==> src/rtl/jpeg_pkg.sv <==
// Shared definitions for the JPEG scan bit unpacker.
// Contents: marker byte constants, the unpacker state enum and a helper that
// recognises restart (RSTn) marker codes.
package jpeg_pkg;

  localparam logic [7:0] MRK_PREFIX = 8'hFF;
  localparam logic [7:0] MRK_STUFF  = 8'h00;
  localparam logic [7:0] MRK_EOI    = 8'hD9;
  localparam logic [7:0] MRK_RST0   = 8'hD0;
  localparam logic [7:0] MRK_RST1   = 8'hD1;
  localparam logic [7:0] MRK_RST2   = 8'hD2;
  localparam logic [7:0] MRK_RST3   = 8'hD3;
  localparam logic [7:0] MRK_RST4   = 8'hD4;
  localparam logic [7:0] MRK_RST5   = 8'hD5;
  localparam logic [7:0] MRK_RST6   = 8'hD6;
  localparam logic [7:0] MRK_RST7   = 8'hD7;

  typedef enum logic [1:0] {
    RUN    = 2'd0,
    GOT_FF = 2'd1,
    MARKER = 2'd2,
    DONE   = 2'd3
  } state_e;

  // True for RST0..RST7 marker codes.
  function automatic logic is_rst_marker(input logic [7:0] code);
    return (code >= MRK_RST0) && (code <= MRK_RST7);
  endfunction

endpackage

==> src/rtl/bit_fifo_shifter.sv <==
// Bit buffer for the scan unpacker: appends whole bytes at the tail and
// hands out 0..MAX_GET bits from the head, MSB-first.
// Ports:
//   clk, rst        clock, asynchronous active-high reset
//   flush_i         discard every buffered bit
//   append_i        append append_byte_i at the tail this cycle
//   append_byte_i   byte to append (bit 7 enters first)
//   consume_i       drop len_i bits from the head this cycle
//   len_i           requested bit count, already clamped to MAX_GET
//   fill_o          number of valid bits held
//   enough_o        fill_o >= len_i
//   head_o          first len_i bits, right-aligned, zero when not enough
module bit_fifo_shifter
  import jpeg_pkg::*;
#(
  parameter int MAX_GET = 16,
  parameter int BUF_W   = 32,
  localparam int LW     = $clog2(MAX_GET + 1),
  localparam int CW     = $clog2(BUF_W + 1)
) (
  input  logic               clk,
  input  logic               rst,
  input  logic               flush_i,
  input  logic               append_i,
  input  logic [7:0]         append_byte_i,
  input  logic               consume_i,
  input  logic [LW-1:0]      len_i,
  output logic [CW-1:0]      fill_o,
  output logic               enough_o,
  output logic [MAX_GET-1:0] head_o
);

  // Valid bits live right-aligned in buf_q[fill_q-1:0]; bit fill_q-1 is the
  // head. Bits above the fill level are stale and are masked on extraction.
  logic [BUF_W-1:0]   buf_q, buf_d;
  logic [CW-1:0]      fill_q, fill_d;
  logic [CW-1:0]      len_cw_s;
  logic [CW-1:0]      shamt_s;
  logic [CW-1:0]      fill_after_s;
  logic [MAX_GET-1:0] raw_s;
  logic [MAX_GET-1:0] mask_s;
  logic [MAX_GET-1:0] ones_s;

  assign len_cw_s = CW'(len_i);
  assign enough_o = (fill_q >= len_cw_s);
  assign shamt_s  = fill_q - len_cw_s;
  assign ones_s   = {MAX_GET{1'b1}};
  assign mask_s   = ones_s >> (LW'(MAX_GET) - len_i);
  assign raw_s    = MAX_GET'(buf_q >> shamt_s);
  assign fill_o   = fill_q;

  // Head extraction; nothing is presented until the request can be met.
  always_comb begin
    if (enough_o) begin
      head_o = raw_s & mask_s;
    end else begin
      head_o = {MAX_GET{1'b0}};
    end
  end

  // Next buffer contents: consume from the head first, then append at the tail,
  // so a simultaneous get always sees the pre-append bits.
  always_comb begin
    if (consume_i) begin
      fill_after_s = fill_q - len_cw_s;
    end else begin
      fill_after_s = fill_q;
    end
    buf_d  = buf_q;
    fill_d = fill_after_s;
    if (flush_i) begin
      buf_d  = {BUF_W{1'b0}};
      fill_d = {CW{1'b0}};
    end else if (append_i) begin
      buf_d  = {buf_q[BUF_W-9:0], append_byte_i};
      fill_d = fill_after_s + CW'(8);
    end else begin
      buf_d  = buf_q;
    end
  end

  // Buffer state registers.
  always_ff @(posedge clk or posedge rst) begin
    if (rst) begin
      buf_q  <= {BUF_W{1'b0}};
      fill_q <= {CW{1'b0}};
    end else begin
      buf_q  <= buf_d;
      fill_q <= fill_d;
    end
  end

endmodule

==> src/rtl/scan_bit_unpacker.sv <==
// JPEG entropy-coded scan unpacker: removes 0xFF00 byte stuffing, skips 0xFF
// fill bytes, stops on markers until acknowledged and serves MSB-first bit
// fields to a consumer.
// Optional feature (macro JPEG_RST_MARKER_EN): acknowledging an RST0..RST7
// marker discards the remaining (padding) bits in the buffer.
// Ports:
//   clk, rst                  clock, asynchronous active-high reset
//   in_valid/in_byte/in_ready scan byte input handshake
//   get_valid/get_len         bit request; get_len above MAX_GET acts as MAX_GET
//   get_ready/get_data        request satisfiable / requested bits (combinational)
//   marker_valid/marker_code  detected marker, held until marker_ack
//   marker_ack                consumer acknowledges the marker
//   bits_avail                current buffer fill
//   done                      EOI marker acknowledged
module scan_bit_unpacker
  import jpeg_pkg::*;
#(
  parameter int MAX_GET = 16,
  parameter int BUF_W   = 32,
  localparam int LW     = $clog2(MAX_GET + 1),
  localparam int CW     = $clog2(BUF_W + 1)
) (
  input  logic               clk,
  input  logic               rst,
  input  logic               in_valid,
  input  logic [7:0]         in_byte,
  output logic               in_ready,
  input  logic               get_valid,
  input  logic [LW-1:0]      get_len,
  output logic               get_ready,
  output logic [MAX_GET-1:0] get_data,
  output logic               marker_valid,
  output logic [7:0]         marker_code,
  input  logic               marker_ack,
  output logic [CW-1:0]      bits_avail,
  output logic               done
);

  state_e        state_q;
  logic          marker_valid_q;
  logic [7:0]    marker_code_q;
  logic          done_q;

  logic [LW-1:0] eff_len_s;
  logic [CW-1:0] fill_s;
  logic          accept_s;
  logic          consume_s;
  logic          append_s;
  logic [7:0]    append_byte_s;
  logic          flush_s;

  assign eff_len_s = (get_len > LW'(MAX_GET)) ? LW'(MAX_GET) : get_len;
  assign in_ready  = ((state_q == RUN) || (state_q == GOT_FF)) &&
                     (fill_s <= CW'(BUF_W - 8));
  assign accept_s  = in_valid && in_ready;
  assign consume_s = get_valid && get_ready;

  // Decide what an accepted byte contributes to the bit stream.
  always_comb begin
    append_s      = 1'b0;
    append_byte_s = in_byte;
    case (state_q)
      RUN: begin
        if (accept_s && (in_byte != MRK_PREFIX)) begin
          append_s = 1'b1;
        end else begin
          append_s = 1'b0;
        end
      end
      GOT_FF: begin
        // FF 00 is a stuffed data byte 0xFF.
        if (accept_s && (in_byte == MRK_STUFF)) begin
          append_s      = 1'b1;
          append_byte_s = MRK_PREFIX;
        end else begin
          append_s = 1'b0;
        end
      end
      default: begin
        append_s = 1'b0;
      end
    endcase
  end

  // Restart markers may drop the byte-alignment padding left in the buffer.
  always_comb begin
`ifdef JPEG_RST_MARKER_EN
    if ((state_q == MARKER) && marker_ack && is_rst_marker(marker_code_q)) begin
      flush_s = 1'b1;
    end else begin
      flush_s = 1'b0;
    end
`else
    flush_s = 1'b0;
`endif
  end

  bit_fifo_shifter #(
    .MAX_GET(MAX_GET),
    .BUF_W  (BUF_W)
  ) u_fifo (
    .clk          (clk),
    .rst          (rst),
    .flush_i      (flush_s),
    .append_i     (append_s),
    .append_byte_i(append_byte_s),
    .consume_i    (consume_s),
    .len_i        (eff_len_s),
    .fill_o       (fill_s),
    .enough_o     (get_ready),
    .head_o       (get_data)
  );

  // Stuffing / marker state machine with registered marker and done flags.
  always_ff @(posedge clk or posedge rst) begin
    if (rst) begin
      state_q        <= RUN;
      marker_valid_q <= 1'b0;
      marker_code_q  <= 8'h00;
      done_q         <= 1'b0;
    end else begin
      case (state_q)
        RUN: begin
          if (accept_s && (in_byte == MRK_PREFIX)) begin
            state_q <= GOT_FF;
          end else begin
            state_q <= RUN;
          end
        end
        GOT_FF: begin
          if (!accept_s) begin
            state_q <= GOT_FF;
          end else if (in_byte == MRK_STUFF) begin
            state_q <= RUN;
          end else if (in_byte == MRK_PREFIX) begin
            state_q <= GOT_FF;
          end else begin
            marker_code_q  <= in_byte;
            marker_valid_q <= 1'b1;
            state_q        <= MARKER;
          end
        end
        MARKER: begin
          if (marker_ack) begin
            marker_valid_q <= 1'b0;
            if (marker_code_q == MRK_EOI) begin
              state_q <= DONE;
              done_q  <= 1'b1;
            end else begin
              state_q <= RUN;
            end
          end else begin
            state_q <= MARKER;
          end
        end
        DONE: begin
          state_q <= DONE;
          done_q  <= 1'b1;
        end
        default: begin
          state_q <= RUN;
        end
      endcase
    end
  end

  assign marker_valid = marker_valid_q;
  assign marker_code  = marker_code_q;
  assign done         = done_q;
  assign bits_avail   = fill_s;

endmodule

==> config.mk <==
export PLATFORM = sky130hd
export DESIGN_NAME = scan_bit_unpacker
export DESIGN_NICKNAME = d
export VERILOG_FILES = /design/src/rtl/jpeg_pkg.sv /design/src/rtl/bit_fifo_shifter.sv /design/src/rtl/scan_bit_unpacker.sv
export SDC_FILE = /design/constraint.sdc
export NUM_CORES = 1
export LEC_CHECK = 0
export ABC_CLOCK_PERIOD_IN_PS = 3800
export BUFFER_PORTS_ARGS = -buffer_cell sky130_fd_sc_hd__buf_2
export CORE_ASPECT_RATIO = 0.8
export CORE_MARGIN = 1
export CORE_UTILIZATION = 30
export CTS_CLUSTER_DIAMETER = 60
export DETAILED_ROUTE_END_ITERATION = 7
export PLACE_DENSITY_LB_ADDON = 0.25
export SKIP_LAST_GASP = 1
export SLEW_MARGIN = 20
export SYNTH_ARGS = -nofsm -noshare
export SYNTH_HDL_FRONTEND = slang
export SYNTH_HIERARCHICAL = 1
export SYNTH_SLANG_ARGS = --single-unit
==> constraint.sdc <==
create_clock -name clk -period 3.8 [get_ports clk]
set_input_delay 0.57 -clock clk [delete_from_list [all_inputs] [get_ports clk]]
set_output_delay 0.57 -clock clk [all_outputs]
set_load 0.02 [all_outputs]
# == After elaboration in Yosys (flattened, before gate mapping) ==
# Index checks and enable logic that the tools add are counted.
# totals
reg_bits,50
word_cells,66
# classes
n_addsub,3
order_cmp,3
eq_ne,11
shift,2
n_mux,24
bitwise,3
reduce_logical,14
# ops
operator,count
$shr 32x6->16,1
$and 16x16->16,1
$eq 8x8->1 const B,2
$mux 16,1
$mux 8,2
$shr 16x5->16 const A,1
$mux 6,2
$mux 2,5
$ne 2x2->1 const B,5
$mux 1,9
$logic_not 8->1,1
$ne 8x8->1 const B,1
$pmux 2 s4,1
$add 6x4->6 const B,1
$ge 6x5->1,1
$le 6x5->1 const B,1
$logic_and 1x1->1,6
$pmux 1 s2,3
$sub 6x5->6,1
$gt 5x5->1 const B,1
$mux 5,1
$reduce_and 5->1,1
$sub 5x5->5 const A,1
$eq 2x2->1 const B,2
other kinds (7),9

# == Logic depth before layout (Yosys ltp) ==
# depth
word_depth,8
ltp_mapped,18

# == Modules after synthesis ==
# The synthesis kept the hierarchy.
# modules_own_cells
module,instances,cells_per_inst,area_each_um2,seq_area_each_um2
bit_fifo_shifter,1,383,3719.8,950.9
scan_bit_unpacker,1,68,735.7,300.3

# == Worst setup path before layout ==
# No wires, ideal clock.
# synth_timing
path_kind,input to output
from,in get_len[0]
to,out get_data[1]
arrival_ps,3539
required_time_ps,3230
path_slack_ps,-309
stages,11
cell_sequence,nor2b_1 ha_1 inv_1 fa_1 xnor2_2 buf_6 buf_2 mux4_2 o21ai_0 a21oi_1 nor4b_1
# synth_between
elab_chain_len,6
elab_cells_between_ends,9
cone_classes,2 x add/sub; 2 x order compare; 2 x shift; 2 x mux; 1 x bitwise
# synth_rtl
item,line,source
start: declaration,scan_bit_unpacker.sv:29,"input logic [LW-1:0] get_len,"
$gt 5x5->1,scan_bit_unpacker.sv:52,assign eff_len_s = (get_len > LW'(MAX_GET)) ? LW'(MAX_GET) : get_len;
$mux 5 *,scan_bit_unpacker.sv:52,
$sub 6x5->6 or $sub 5x5->5 (tied branches),"bit_fifo_shifter.sv:46, bit_fifo_shifter.sv:48",
$shr 32x6->16 or $shr 16x5->16 (tied branches),"bit_fifo_shifter.sv:49, bit_fifo_shifter.sv:48",
$and 16x16->16,bit_fifo_shifter.sv:55,head_o = raw_s & mask_s;
$mux 16 *,bit_fifo_shifter.sv:54,if (enough_o) begin
end: declaration,scan_bit_unpacker.sv:31,"output logic [MAX_GET-1:0] get_data,"
# Every way passes the cells marked *; elsewhere a longest branch is shown, timed or not.

# == Final worst setup path ==
# layout_timing
from,in get_len[4]
to,out get_data[4]
# layout_between
elab_chain_len,6
elab_cells_between_ends,9
cone_classes,2 x add/sub; 2 x order compare; 2 x shift; 2 x mux; 1 x bitwise
# layout_rtl
item,line,source
$gt 5x5->1 *,scan_bit_unpacker.sv:52,
$mux 5 *,scan_bit_unpacker.sv:52,
named net eff_len_s[0],scan_bit_unpacker.sv:44,logic [LW-1:0] eff_len_s;
$sub 6x5->6 or $sub 5x5->5 (tied branches),"bit_fifo_shifter.sv:46, bit_fifo_shifter.sv:48",
$shr 32x6->16 or $shr 16x5->16 (tied branches),"bit_fifo_shifter.sv:49, bit_fifo_shifter.sv:48",
$and 16x16->16,bit_fifo_shifter.sv:55,
$mux 16 *,bit_fifo_shifter.sv:54,
# The timed path passes the listed nets; every way through them passes the cells marked *.

==> run summary <==
Clock Path Buffers: 2
CTS Sinks: 50
I/O Buffers: 51
Tot GR Track Use: 17.5%
Routability cong.: 0.862
Nets: 567
Arrival @ worst endpoint: 3.18 ns
Critical-path top delay cell: fa_2
Pre-CTS setup slack: -0.374 ns
Yosys warning total: 6
Synth Area in XOR/XNOR: 1.12%
Hold buffers post-CTS: 0
Leak Pwr: 0.00264 uW
Fill cells: 1421
Final hold vios: 0
Async S/R FF share, synth: 100%
1st-pass router iterations: 6
Maxcap violations: 0
Row count: 39
Largest family of logic cells by synthesized area: multiplexers
Drt wl/cell: 18.1 um
Die area: 15300 sq um
Dpl hpwl: 10100 um
Avg Inst Size Synth: 9.88 sq um
Finish-stage setup viols: 0
RSZ-0062 raised after global routing: true
Vias in the first global route: 3923
DR vias/cell: 5.38
Post-synthesis compound-gate area fraction: 13.0%
TritonCTS Buffers: 5
Worst hold path class: input port to async pin
WS Path Type: input port to output pin
Synth area leaders: dfrtp_1 (28%), mux2i_1 (15%), mux4_2 (8.6%)
Outcome: finished with violations
Reg clk slew, reported paths: 0.07 ns
Final non-filler cell total: 723
Setup WS post-layout: 0.0517 ns
Period utilisation layout: 98.6%
Worst Setup Start Kind: input port
Ant diodes: 0
Synth unique cells: 69
Antenna Violating Nets Remaining: 0
Synth Area in Simple Gates: 16.5%
Grt ovf: 0
EDFF count, synth: 0
Htree depth: 2
Root buffer cell: clkbuf_16
Area of the multi-input gates: 3220 sq um
Clock Skew: 0.00960 ns
Core area: 14400 sq um
Cells after Synth: 451
Failing checks: design-rule violations
Portion of netlist area occupied by mux cells: 32.6%
CP peak stage delay: 0.38 ns
Die Ht: 111 um
Area growth syn-to-layout: 29.9%
Worst-margin pin slew: 0.883 ns
Pin count of the biggest net entering global routing: 39
Fmax: 267 MHz
Crit-path max FO: 6
Synthesized-area fraction occupied by adder cells: 3.26%
Remaining DRCs: 9
Yosys reg bits: 50
First-pass GRT wire length: 21600 um
Min cycle time layout: 3.75 ns
Post-Route WL: 13100 um
Pwr/cell area: 685 nW/um^2
Required @ worst endpoint: 3.23 ns
Layout cells sized above 1: 39.0%
DP Cell Count: 710
Area share of the largest cell type after synthesis: 28.1%
Top Ports: 52
Syn Std Cell Area: 4460 sq um
Yosys top cell by area: dfrtp_1
Initial antenna violation count: 0
Slew Viols, Final: 0
Register area: 1250 sq um
Final total power: 3970 uW
Horiz. Die Dim: 138 um
DR iter-0 viols: 245
Clock Latency Late Sink: 0.29 ns
Initial cell density of the core: 31.0%
TritonCTS clock tree: done
Register area share after synthesis: 28.1%
Top_reg_cell synth: dfrtp_1
Critical Path Sink Type: output pin
VDD IR max: 0.231 mV
DR vias: 3888
Cells along the critical path: buf_8, nor2b_4, ha_4, inv_2, fa_2, buf_6, xnor2_4, buf_12, buf_16, buf_4, mux4_2, nand2_2, a221o_1, a211oi_2, buf_4
CP dominant cell by count: buf_4
Max-slew headroom: 40.5%
==> kinds of logic after synthesis <==
family | after synthesis
AOI/OAI and AO/OA | 79
xor gates and xnor gates | 4
adders and majority gates | 11
buffers and inverters | 51
DFF | 50
muxes | 110
other | 1
and+or+nand+nor | 145
==> report_power, final <==
group	internal (uW)	switching (uW)
clock network	331	197
logic	1300	1450
registers	592	96.8
==> path summary, 6_finish.rpt <==
| kind | depth (start not counted) | startpoint | slack (ns) | end |
|---|---|---|---|---|
| worst max-delay path | 15 | get_len[4] | 0.05 | get_data[4] |
| max in group asynchronous | 3 | rst | 3.05 | u_fifo/buf_q[14]$_DFFE_PP0P_ |
| worst max register to register | 19 | u_fifo/fill_o[0]$_DFFE_PP0P_ | 0.49 | u_fifo/fill_o[5]$_DFF_PP0_ |
| worst min register to register | 1 | done$_DFFE_PP0P_ | 0.47 | done$_DFFE_PP0P_ |
| min in group clk | 1 | done$_DFFE_PP0P_ | 0.47 | done$_DFFE_PP0P_ |
| worst min-delay path | 2 | rst | 0.29 | done$_DFFE_PP0P_ |
==> per-stage QoR <==
stage | cell area (sq um) | hold WS (ns) | utilization, % | setup TNS (ns)
floorplan | 4550 | 0.435 | - | -0.0732
global placement | 5340 | 0.445 | 37.1 | -3.36
detailed placement | 5340 | 0.456 | 37.1 | -4.02
CTS | 5680 | 0.307 | 39.5 | 0
global route | 5790 | 0.347 | 40.2 | -0.0436
finish | 5790 | 0.293 | 40.2 | 0
==> routing by layer <==
metal  vias to the layer above  GRT usage [%]  part of all wire (%)
met5                         -              0                     0
met4                         0           4.27                   1.2
met3                        13           2.20                   4.6
met2                        97           26.0                    43
met1                      1915           26.7                    51
li1                       1863              -                     -
==> repair_timing <==
item | CTS | global route
buffers inserted | 4 | 1
gates resized for setup | 28 | 21
endpoints found under the setup margin | 16 | 15
cloned | 1 | 0
pin swaps | 9 | 5
==> cell usage after synthesis, drive strengths merged (3+ instances only) <==
cell,number
buf,19
a221oi,4
o22ai,3
nor3,12
xnor2,3
mux4,22
mux2,22
a31oi,3
nand2,21
o211ai,5
inv,18
and2,4
nand3,11
nand2b,13
nor2b,8
a211oi,11
ha,10
o311ai,3
nor4,5
clkbuf,14
o21ai,13
dfrtp,50
a21oi,15
nor2,48
or4,4
nand4,4
mux2i,66
==> area by class of cell <==
cell class | count | share of cell area [%]
tap | 184 | 3.98
clock buffer | 6 | 2.40
inverter | 18 | 1.21
sequential | 50 | 21.6
timing repair buffer | 112 | 14.4
multi-input combinational | 351 | 55.7
clock inverter | 2 | 0.670
==> cells in the final DEF, fill, tap and decap left out, drive strengths merged, types with 12 or more instances in the layout <==
| master | n |
|---|---|
| a21oi | 15 |
| buf | 112 |
| dfrtp | 50 |
| inv | 19 |
| mux2 | 22 |
| mux2i | 66 |
| mux4 | 22 |
| nand2 | 21 |
| nand2b | 13 |
| nor2 | 48 |
| nor3 | 12 |
| o21ai | 13 |
==> sequential cells by signal (all words and copies together) (netlist names) <==
name           count
done               1
marker_code        8
marker_valid       1
state_q            2
u_fifo/buf_q      32
u_fifo/fill_o      6
==> worst max-delay path, delay by kind of cell <==
family	cells	cell delay [ns]
buf+inv	7	0.86
fa+ha+maj	2	0.53
mux	1	0.33
compound gates	2	0.52
xor+xnor	1	0.12
simple gates	2	0.22
No activity file was read; power rests on OpenSTA's default activity.
